<file path="src/rtl/game_pkg.sv">
// Shared constants for the memory game graphics: screen size, tile placement
// and colours, and the painter state encoding.
package game_pkg;

  localparam int SCREEN_W = 160;
  localparam int SCREEN_H = 120;
  localparam int COORD_W  = 8;
  localparam int CNT_W    = $clog2(40);
  localparam int COL_W    = 3;

  // Tile index order: 0 top-left, 1 top-right, 2 bottom-left, 3 bottom-right.
  localparam logic [COORD_W-1:0] OX [0:3] = '{8'd40, 8'd100, 8'd40, 8'd100};
  localparam logic [COORD_W-1:0] OY [0:3] = '{8'd20, 8'd20, 8'd70, 8'd70};
  localparam logic [COL_W-1:0]   LIT [0:3] = '{3'b100, 3'b010, 3'b001, 3'b110};
  localparam logic [COL_W-1:0]   UNLIT     = 3'b111;

  typedef enum logic [2:0] {
    ST_IDLE,
    ST_PAINT,
    ST_HOLD,
    ST_RESTORE,
    ST_DONE
  } state_e;

endpackage

</file>
<file path="src/rtl/tile_pixel_scanner.sv">
// Row-major cx/cy raster counter over one tile; `last` marks the final pixel.
module tile_pixel_scanner
  import game_pkg::*;
#(
  parameter int TILE_W = 20,
  parameter int TILE_H = 20
) (
  input  logic             clock,
  input  logic             reset,
  input  logic             clear,
  input  logic             en,
  output logic [CNT_W-1:0] cx,
  output logic [CNT_W-1:0] cy,
  output logic             last
);

  localparam logic [CNT_W-1:0] LAST_X = CNT_W'(TILE_W - 1);
  localparam logic [CNT_W-1:0] LAST_Y = CNT_W'(TILE_H - 1);

  logic [CNT_W-1:0] cx_q;
  logic [CNT_W-1:0] cy_q;

  always_ff @(posedge clock) begin
    if (reset || clear) begin
      cx_q <= '0;
      cy_q <= '0;
    end else if (en) begin
      if (cx_q == LAST_X) begin
        cx_q <= '0;
        cy_q <= (cy_q == LAST_Y) ? '0 : cy_q + CNT_W'(1);
      end else begin
        cx_q <= cx_q + CNT_W'(1);
      end
    end
  end

  assign cx   = cx_q;
  assign cy   = cy_q;
  assign last = (cx_q == LAST_X) && (cy_q == LAST_Y);

endmodule

</file>
<file path="src/rtl/tile_painter.sv">
// Rasters one game tile to the VGA adapter write port, optionally flashing it
// (paint lit, hold, repaint unlit) behind a single start/done handshake.
module tile_painter
  import game_pkg::*;
#(
  parameter int TILE_W      = 20,
  parameter int TILE_H      = 20,
  parameter int HOLD_CYCLES = 25_000_000
) (
  input  logic               clock,
  input  logic               reset,
  input  logic               start,
  input  logic [1:0]         tile,
  input  logic               flash,
  output logic               busy,
  output logic               done,
  output logic [COORD_W-1:0] x,
  output logic [COORD_W-1:0] y,
  output logic [COL_W-1:0]   colour,
  output logic               plot
);

  localparam int HOLD_W = $clog2(HOLD_CYCLES + 1);
  localparam logic [HOLD_W-1:0] HOLD_END = HOLD_W'(HOLD_CYCLES - 1);

  state_e             state_q;
  logic [1:0]         tile_q;
  logic               flash_q;
  logic [COL_W-1:0]   paint_col_q;
  logic [HOLD_W-1:0]  hold_q;
  logic               fin_q;
  logic               busy_q;
  logic               done_q;
  logic               plot_q;
  logic [COORD_W-1:0] x_q;
  logic [COORD_W-1:0] y_q;
  logic [COL_W-1:0]   colour_q;

  logic [CNT_W-1:0]   cx;
  logic [CNT_W-1:0]   cy;
  logic               scan_last;
  logic               scan_clear;
  logic               scan_en;
  logic               drawing;

  assign drawing    = (state_q == ST_PAINT) || (state_q == ST_RESTORE);
  assign scan_en    = drawing && !fin_q;
  assign scan_clear = ((state_q == ST_IDLE) && start) ||
                      ((state_q == ST_HOLD) && (hold_q == HOLD_END));

  tile_pixel_scanner #(
    .TILE_W (TILE_W),
    .TILE_H (TILE_H)
  ) u_scanner (
    .clock (clock),
    .reset (reset),
    .clear (scan_clear),
    .en    (scan_en),
    .cx    (cx),
    .cy    (cy),
    .last  (scan_last)
  );

  // fin_q marks the spare cycle after the last pixel, so done is high while
  // the FSM sits in DONE and a start in that cycle is naturally ignored.
  always_ff @(posedge clock) begin
    if (reset) begin
      state_q     <= ST_IDLE;
      tile_q      <= '0;
      flash_q     <= 1'b0;
      paint_col_q <= '0;
      hold_q      <= '0;
      fin_q       <= 1'b0;
      busy_q      <= 1'b0;
      done_q      <= 1'b0;
      plot_q      <= 1'b0;
      x_q         <= '0;
      y_q         <= '0;
      colour_q    <= '0;
    end else begin
      done_q <= 1'b0;
      plot_q <= 1'b0;
      unique case (state_q)
        ST_IDLE: begin
          busy_q <= 1'b0;
          if (start) begin
            tile_q      <= tile;
            flash_q     <= flash;
            paint_col_q <= LIT[tile];
            fin_q       <= 1'b0;
            state_q     <= ST_PAINT;
          end
        end
        ST_PAINT, ST_RESTORE: begin
          if (fin_q) begin
            fin_q   <= 1'b0;
            busy_q  <= 1'b0;
            done_q  <= 1'b1;
            state_q <= ST_DONE;
          end else begin
            busy_q   <= 1'b1;
            plot_q   <= 1'b1;
            x_q      <= OX[tile_q] + COORD_W'(cx);
            y_q      <= OY[tile_q] + COORD_W'(cy);
            colour_q <= paint_col_q;
            if (scan_last) begin
              if ((state_q == ST_PAINT) && flash_q) begin
                hold_q  <= '0;
                state_q <= ST_HOLD;
              end else begin
                fin_q <= 1'b1;
              end
            end
          end
        end
        ST_HOLD: begin
          busy_q <= 1'b1;
          if (hold_q == HOLD_END) begin
            paint_col_q <= UNLIT;
            state_q     <= ST_RESTORE;
          end else begin
            hold_q <= hold_q + HOLD_W'(1);
          end
        end
        ST_DONE: begin
          busy_q  <= 1'b0;
          state_q <= ST_IDLE;
        end
        default: state_q <= ST_IDLE;
      endcase
    end
  end

  assign busy   = busy_q;
  assign done   = done_q;
  assign plot   = plot_q;
  assign x      = x_q;
  assign y      = y_q;
  assign colour = colour_q;

endmodule

</file>
<file path="config.mk">
export PLATFORM = sky130hd
export DESIGN_NAME = tile_painter
export DESIGN_NICKNAME = d
export VERILOG_FILES = /design/src/rtl/game_pkg.sv /design/src/rtl/tile_pixel_scanner.sv /design/src/rtl/tile_painter.sv
export SDC_FILE = /design/constraint.sdc
export NUM_CORES = 1
export LEC_CHECK = 0
export CORE_ASPECT_RATIO = 1.25
export CORE_MARGIN = 4
export CORE_UTILIZATION = 45
export DETAILED_ROUTE_END_ITERATION = 8
export PLACE_DENSITY_LB_ADDON = 0.2
export SLEW_MARGIN = 30
export SYNTH_ARGS = -nofsm -noshare
export SYNTH_HDL_FRONTEND = slang
export SYNTH_HIERARCHICAL = 1
export SYNTH_SLANG_ARGS = --single-unit
</file>
<file path="constraint.sdc">
create_clock -name clock -period 5.6 [get_ports clock]
set_input_delay 1.4 -clock clock [delete_from_list [all_inputs] [get_ports clock]]
set_output_delay 1.4 -clock clock [all_outputs]
set_load 0.005 [all_outputs]
</file>
== After elaboration in Yosys (flattened, before gate mapping) ==
Cells that the tools add are included.

* $add $sub $neg: 5
* $mul: 0
* Div/mod/pow operators: 0
* Magnitude comparators: 2
* Equal/unequal tests: 15
* Shift operators: 0
* Mux-type cells: 33
* Bitwise operators: 4
* Reductions and logical operators: 24

{| class="wikitable"
|+ Operators by type and width
! kind !! count
|-
| 25-bit two-way mux || 4
|-
| 25-bit one-hot mux with 2 select lines || 1
|-
| 8-bit binary-select mux with 2-bit select || 2
|-
| 8-bit two-way mux || 4
|-
| 3-bit two-way mux || 9
|-
| 25-bit by 1-bit adder with 25-bit output, second input constant || 1
|-
| 25-bit == test, second input constant || 1
|-
| 8-bit by 6-bit adder with 8-bit output || 2
|-
| 6-bit by 1-bit adder with 6-bit output, second input constant || 2
|-
| 6-bit by 5-bit == test with 1-bit output, second input constant || 2
|-
| 6-bit two-way mux || 2
|-
| 2-bit inequality test, second input constant || 5
|-
| 3-bit one-hot mux with 3 select lines || 1
|-
| 2-bit AND reduction || 4
|-
| 3-bit binary-select mux with 2-bit select || 1
|-
| 3-bit by 2-bit == test with 1-bit output, second input constant || 2
|-
| 3-bit >= comparator, second input constant || 2
|-
| 1-bit two-way mux || 6
|-
| 3-bit inequality test, second input constant || 2
|-
| 2-bit inverter with 3-bit output || 2
|-
| 3-bit one-hot mux with 2 select lines || 1
|-
| 2-bit nonzero test || 3
|-
| 2-bit OR reduction || 3
|-
| 1-bit logical AND || 5
|-
| other kinds (13) || 16
|}

* Flip-flop bits (word level): 69
* Bits in latches: 0
* Memory bits (writable): 0
* Bits in read-only memories: 0
* Input port bits: 6
* Memories: 0

== Depth between registers and ports, before layout ==
* Depth in word-level cells: 6
* Depth in mapped cells: 12
* Depth with buffers taken out: 9

== By module ==
The synthesis kept the hierarchy.

{| class="wikitable"
|+ Modules (own cells, without submodules)
! module !! times used !! cells each !! area an instance (µm²) !! seq. area each (µm²)
|-
| tile_painter || 1 || 345 || 2842.7 || 1141.1
|-
| tile_pixel_scanner || 1 || 68 || 595.6 || 240.2
|}

== Least setup slack after synthesis ==
OpenSTA, ideal clock, no wires.

* Kind: input to register
* Start: input port start
* End: register u_scanner.cx_q[0] (netlist: u_scanner/cx[0])
* Arrival time: 2.756 ns
* Data required time: 5.535 ns
* Path slack: 2.780 ns
* Stages on the path: 8
* Buffers on the path: 1
* Cells stage by stage: nand3_1 -> inv_1 -> nor2_1 -> inv_1 -> or2_2 -> clkbuf_1 -> or2b_1 -> nor2_1

* Longest elaborated chain between the ends: 3

{| class="wikitable"
|+ Ends and longest elaborated chain
! item !! RTL line !! text
|-
| from (decl) || tile_painter.sv:12 || <nowiki>input logic start,</nowiki>
|-
| 1-bit logical AND || tile_painter.sv:48 || <nowiki>assign scan_clear = ((state_q == ST_IDLE) && start) ||</nowiki>
|-
| 1-bit logical OR || tile_painter.sv:48 ||
|-
| net scan_clear || tile_painter.sv:42 || <nowiki>logic scan_clear;</nowiki>
|-
| 1-bit logical OR || tile_pixel_scanner.sv:24 || <nowiki>if (reset || clear) begin</nowiki>
|-
| to (signal assigned) || tile_pixel_scanner.sv:32 || <nowiki>cx_q <= cx_q + CNT_W'(1);</nowiki>
|-
| to (decl) || tile_pixel_scanner.sv:20 || <nowiki>logic [CNT_W-1:0] cx_q;</nowiki>
|}

The timed path passes the listed nets, and every way through them passes these cells.
A chain may end at the register's enable or synchronous reset.

==> impl_metrics.tcl <==
set metrics [dict create \
    drcViolationCount 0 \
    synthMostInstantiatedCell "dfxtp_1" \
    port_buffers 27 \
    row_count 35 \
    wirelength_mm 7.552 \
    synthCells 413 \
    synth_edf_count 0 \
    routed.top_layer "met4" \
    grt_pass1_wl_mm 12.77 \
    drtIter0Drc 116 \
    synth_nets 429 \
    r2r_end "hold_q[5]$_SDFFE_PP0P_" \
    die_w_um 86.18 \
    yosysWarnings 6 \
    nets 449 \
    ys_async_sr_fraction 0 \
    synth_area_leaders "dfxtp_1 (40%), nand2_1 (6.3%), a21oi_1 (5.5%)" \
    pin_count 28 \
    crit_required_ns 5.81 \
    synth.distinct_cells 60 \
    clock_latency_ns 0.34 \
    core_um2 7401 \
    dp.final_hpwl_mm 5.256 \
    r2r_cells 7 \
    ys_ff_latch 69 \
    multiInputGateArea_um2 1876 \
    cts_buffers 9 \
    firstDrtPassIters 5 \
    syn_area_per_cell_um2 8.325 \
    place_area_um2 3741 \
    cp-end-kind "register" \
    overflow 0 \
    grt_pass1_vias 2766 \
    wl_met3_um 224 \
    worstPathMaxFanout 24 \
    ys_top_cells_by_count "dfxtp_1 (69), nand2_1 (58), nor2_1 (42), a21oi_1 (38), inv_1 (20)" \
    grt_max_degree 33 \
    wl_met1_mm 3.392 \
    routed_via_density 5.671 \
    min_to "x[7]$_SDFFE_PP0P_" \
    crit_type "input pin to register" \
    arrival_ns 3.35 \
    tns_ns 0 \
    insertedDiodeCount 0 \
    run_status "finished, final reports clean" \
    worst_slew_pin_slew_ns 0.9286 \
    cts_resized 0 \
    netlist_area_um2 3438 \
    antenna_found_initial 0 \
    vias 3000 \
    r2r_start "u_scanner/cy[0]$_SDFFE_PP0P_" \
    pwr_density_cell_nw_per_um2 272.4 \
    skew_ns 0.01115 \
    drive_above_1_share 0.07780 \
    area.sequential_um2 1381 \
    floorplan.initialDensity 0.4646 \
    drtAntennaViolNets 0 \
    gp_congestion 0.8019 \
    synth_top_area_cell "dfxtp_1" \
    die_height_um 105.7 \
    startpoint_type "input pin" \
    wl_met2_mm 3.774 \
    cts_max_level 3 \
    hp-class "register to register" \
    fill_cells 680 \
    whs_path_depth 2 \
    cts_setup_buffers 0 \
    worstHoldStart "x[7]$_SDFFE_PP0P_" \
    ys_seq_area_frac 0.4017 \
    clock-sinks 69 \
    area_growth_pct 14.26 \
    leakage_nw 1.317 \
    rsz0062_at_grt "no" \
    cts_tree "yes" \
    fp.dieArea_um2 9112 \
    final_area_um2 3929 \
    cts-root-buf "clkbuf_8" \
    max_freq_ghz 0.3191 \
    yosys.area.top_type_share 0.4017 \
    max_cap_viol_count 0 \
    ir_drop_mv 0.1421 \
    setup_viol 0 \
    hold_viol_final 0 \
    min_period_over_period 0.5596 \
    drt-wirelength-per-cell_um 14.28 \
    clk_path_buf_depth 2 \
    hold_buffers 0 \
    slew_viol_final 0 \
    period_minus_slack_ns 3.134 \
    reg2reg_slack_ns 2.78 \
    synth_ff_type "dfxtp_1" \
    grt_usage 0.1720 \
    clkTransAtPathRegs_ns 0.07 \
    relSlewSlack 0.3790 \
]
critical path: stages:
cell,delay (ns)
clkdlybuf4s50_1,1.08
buf_4,0.39
a31o_2,0.37
nor2_1,0.09
flip-flops by register name, summed over array words and instances, names as in the netlist:
register,cells
u_scanner/cy,6
done,1
hold_q,25
colour,3
fin_q,1
paint_col_q,3
y,8
u_scanner/cx,6
flash_q,1
plot,1
tile_q,2
busy,1
x,8
state_q,3
cell usage in the layout (no fill, tap or decap), types with 8 or more instances in the layout:
cell and count:
dfxtp_1 69, nand2_1 58, nor2_1 42, a21oi_1 38, clkdlybuf4s50_1 27, inv_1 20
nand3_1 17, xnor2_1 12, or4_1 9, ha_1 9, clkbuf_8 9, nand4_1 8
xor2_1 8, o21ai_0 8
cell families after synthesis:
kind of cell	count (synthesis)	synth area share
AOI/OAI and AO/OA	85	0.1605
xor gates and xnor gates	20	0.05095
muxes	2	0.005823
adders and majority gates	10	0.03857
buffers and inverters	41	0.05276
and+or+nand+nor	186	0.2897
DFF	69	0.4017
per-layer routing:
metal  vias to the layer above  GRT usage
li1                       1521          -
met1                      1401     0.2025
met2                        62     0.3010
met3                        16    0.03049
met4                         0    0.07461
met5                         -          0
where the power goes:
group	leakage, nW	internal, mW	switching [mW]
clock	0.0915	0.203	0.188
combinational	0.667	0.0589	0.0911
sequential	0.559	0.511	0.0183
total	1.32	0.773	0.297
through the flow:
stage / worst slack (ns) / util / total power, mW / instances / hold WS [ns]
finish: 2.466 / 0.5309 / 1.070 / 529 / 0.4521
global route: 2.322 / 0.5309 / 1.124 / 529 / 0.4805
CTS: 2.493 / 0.5309 / 1.085 / 529 / 0.4549
detailed placement: 2.124 / 0.5055 / 0.6912 / 514 / 0.4450
global placement: 2.178 / 0.5055 / 0.6878 / 514 / 0.4428
floorplan: 2.780 / - / 0.6447 / 413 / 0.4307
area by class of cell:
class,count,share of cell area
multi-input cells,303,0.4774
clock buffers,9,0.03153
inverters,21,0.02134
clock inverters,6,0.01624
flip-flops and latches,69,0.3516
well taps,92,0.02930
repair buffers,29,0.07261
how the worst max path moves through the flow:
stage          start                            to  slack, ns  depth (start not counted)
2_1_floorplan  start  u_scanner/cx[0]$_SDFFE_PP0P_       2.78                          8
3_3_place_gp   reset       hold_q[17]$_SDFFE_PP0P_       2.18                          4
3_5_place_dp   reset       hold_q[18]$_SDFFE_PP0P_       2.12                          4
4_1_cts        reset       hold_q[18]$_SDFFE_PP0P_       2.49                          4
5_1_grt        start  u_scanner/cx[0]$_SDFFE_PP0P_       2.32                          8
6_report       reset       hold_q[14]$_SDFFE_PP0P_       2.47                          4
(Power assumes the default switching activity.)
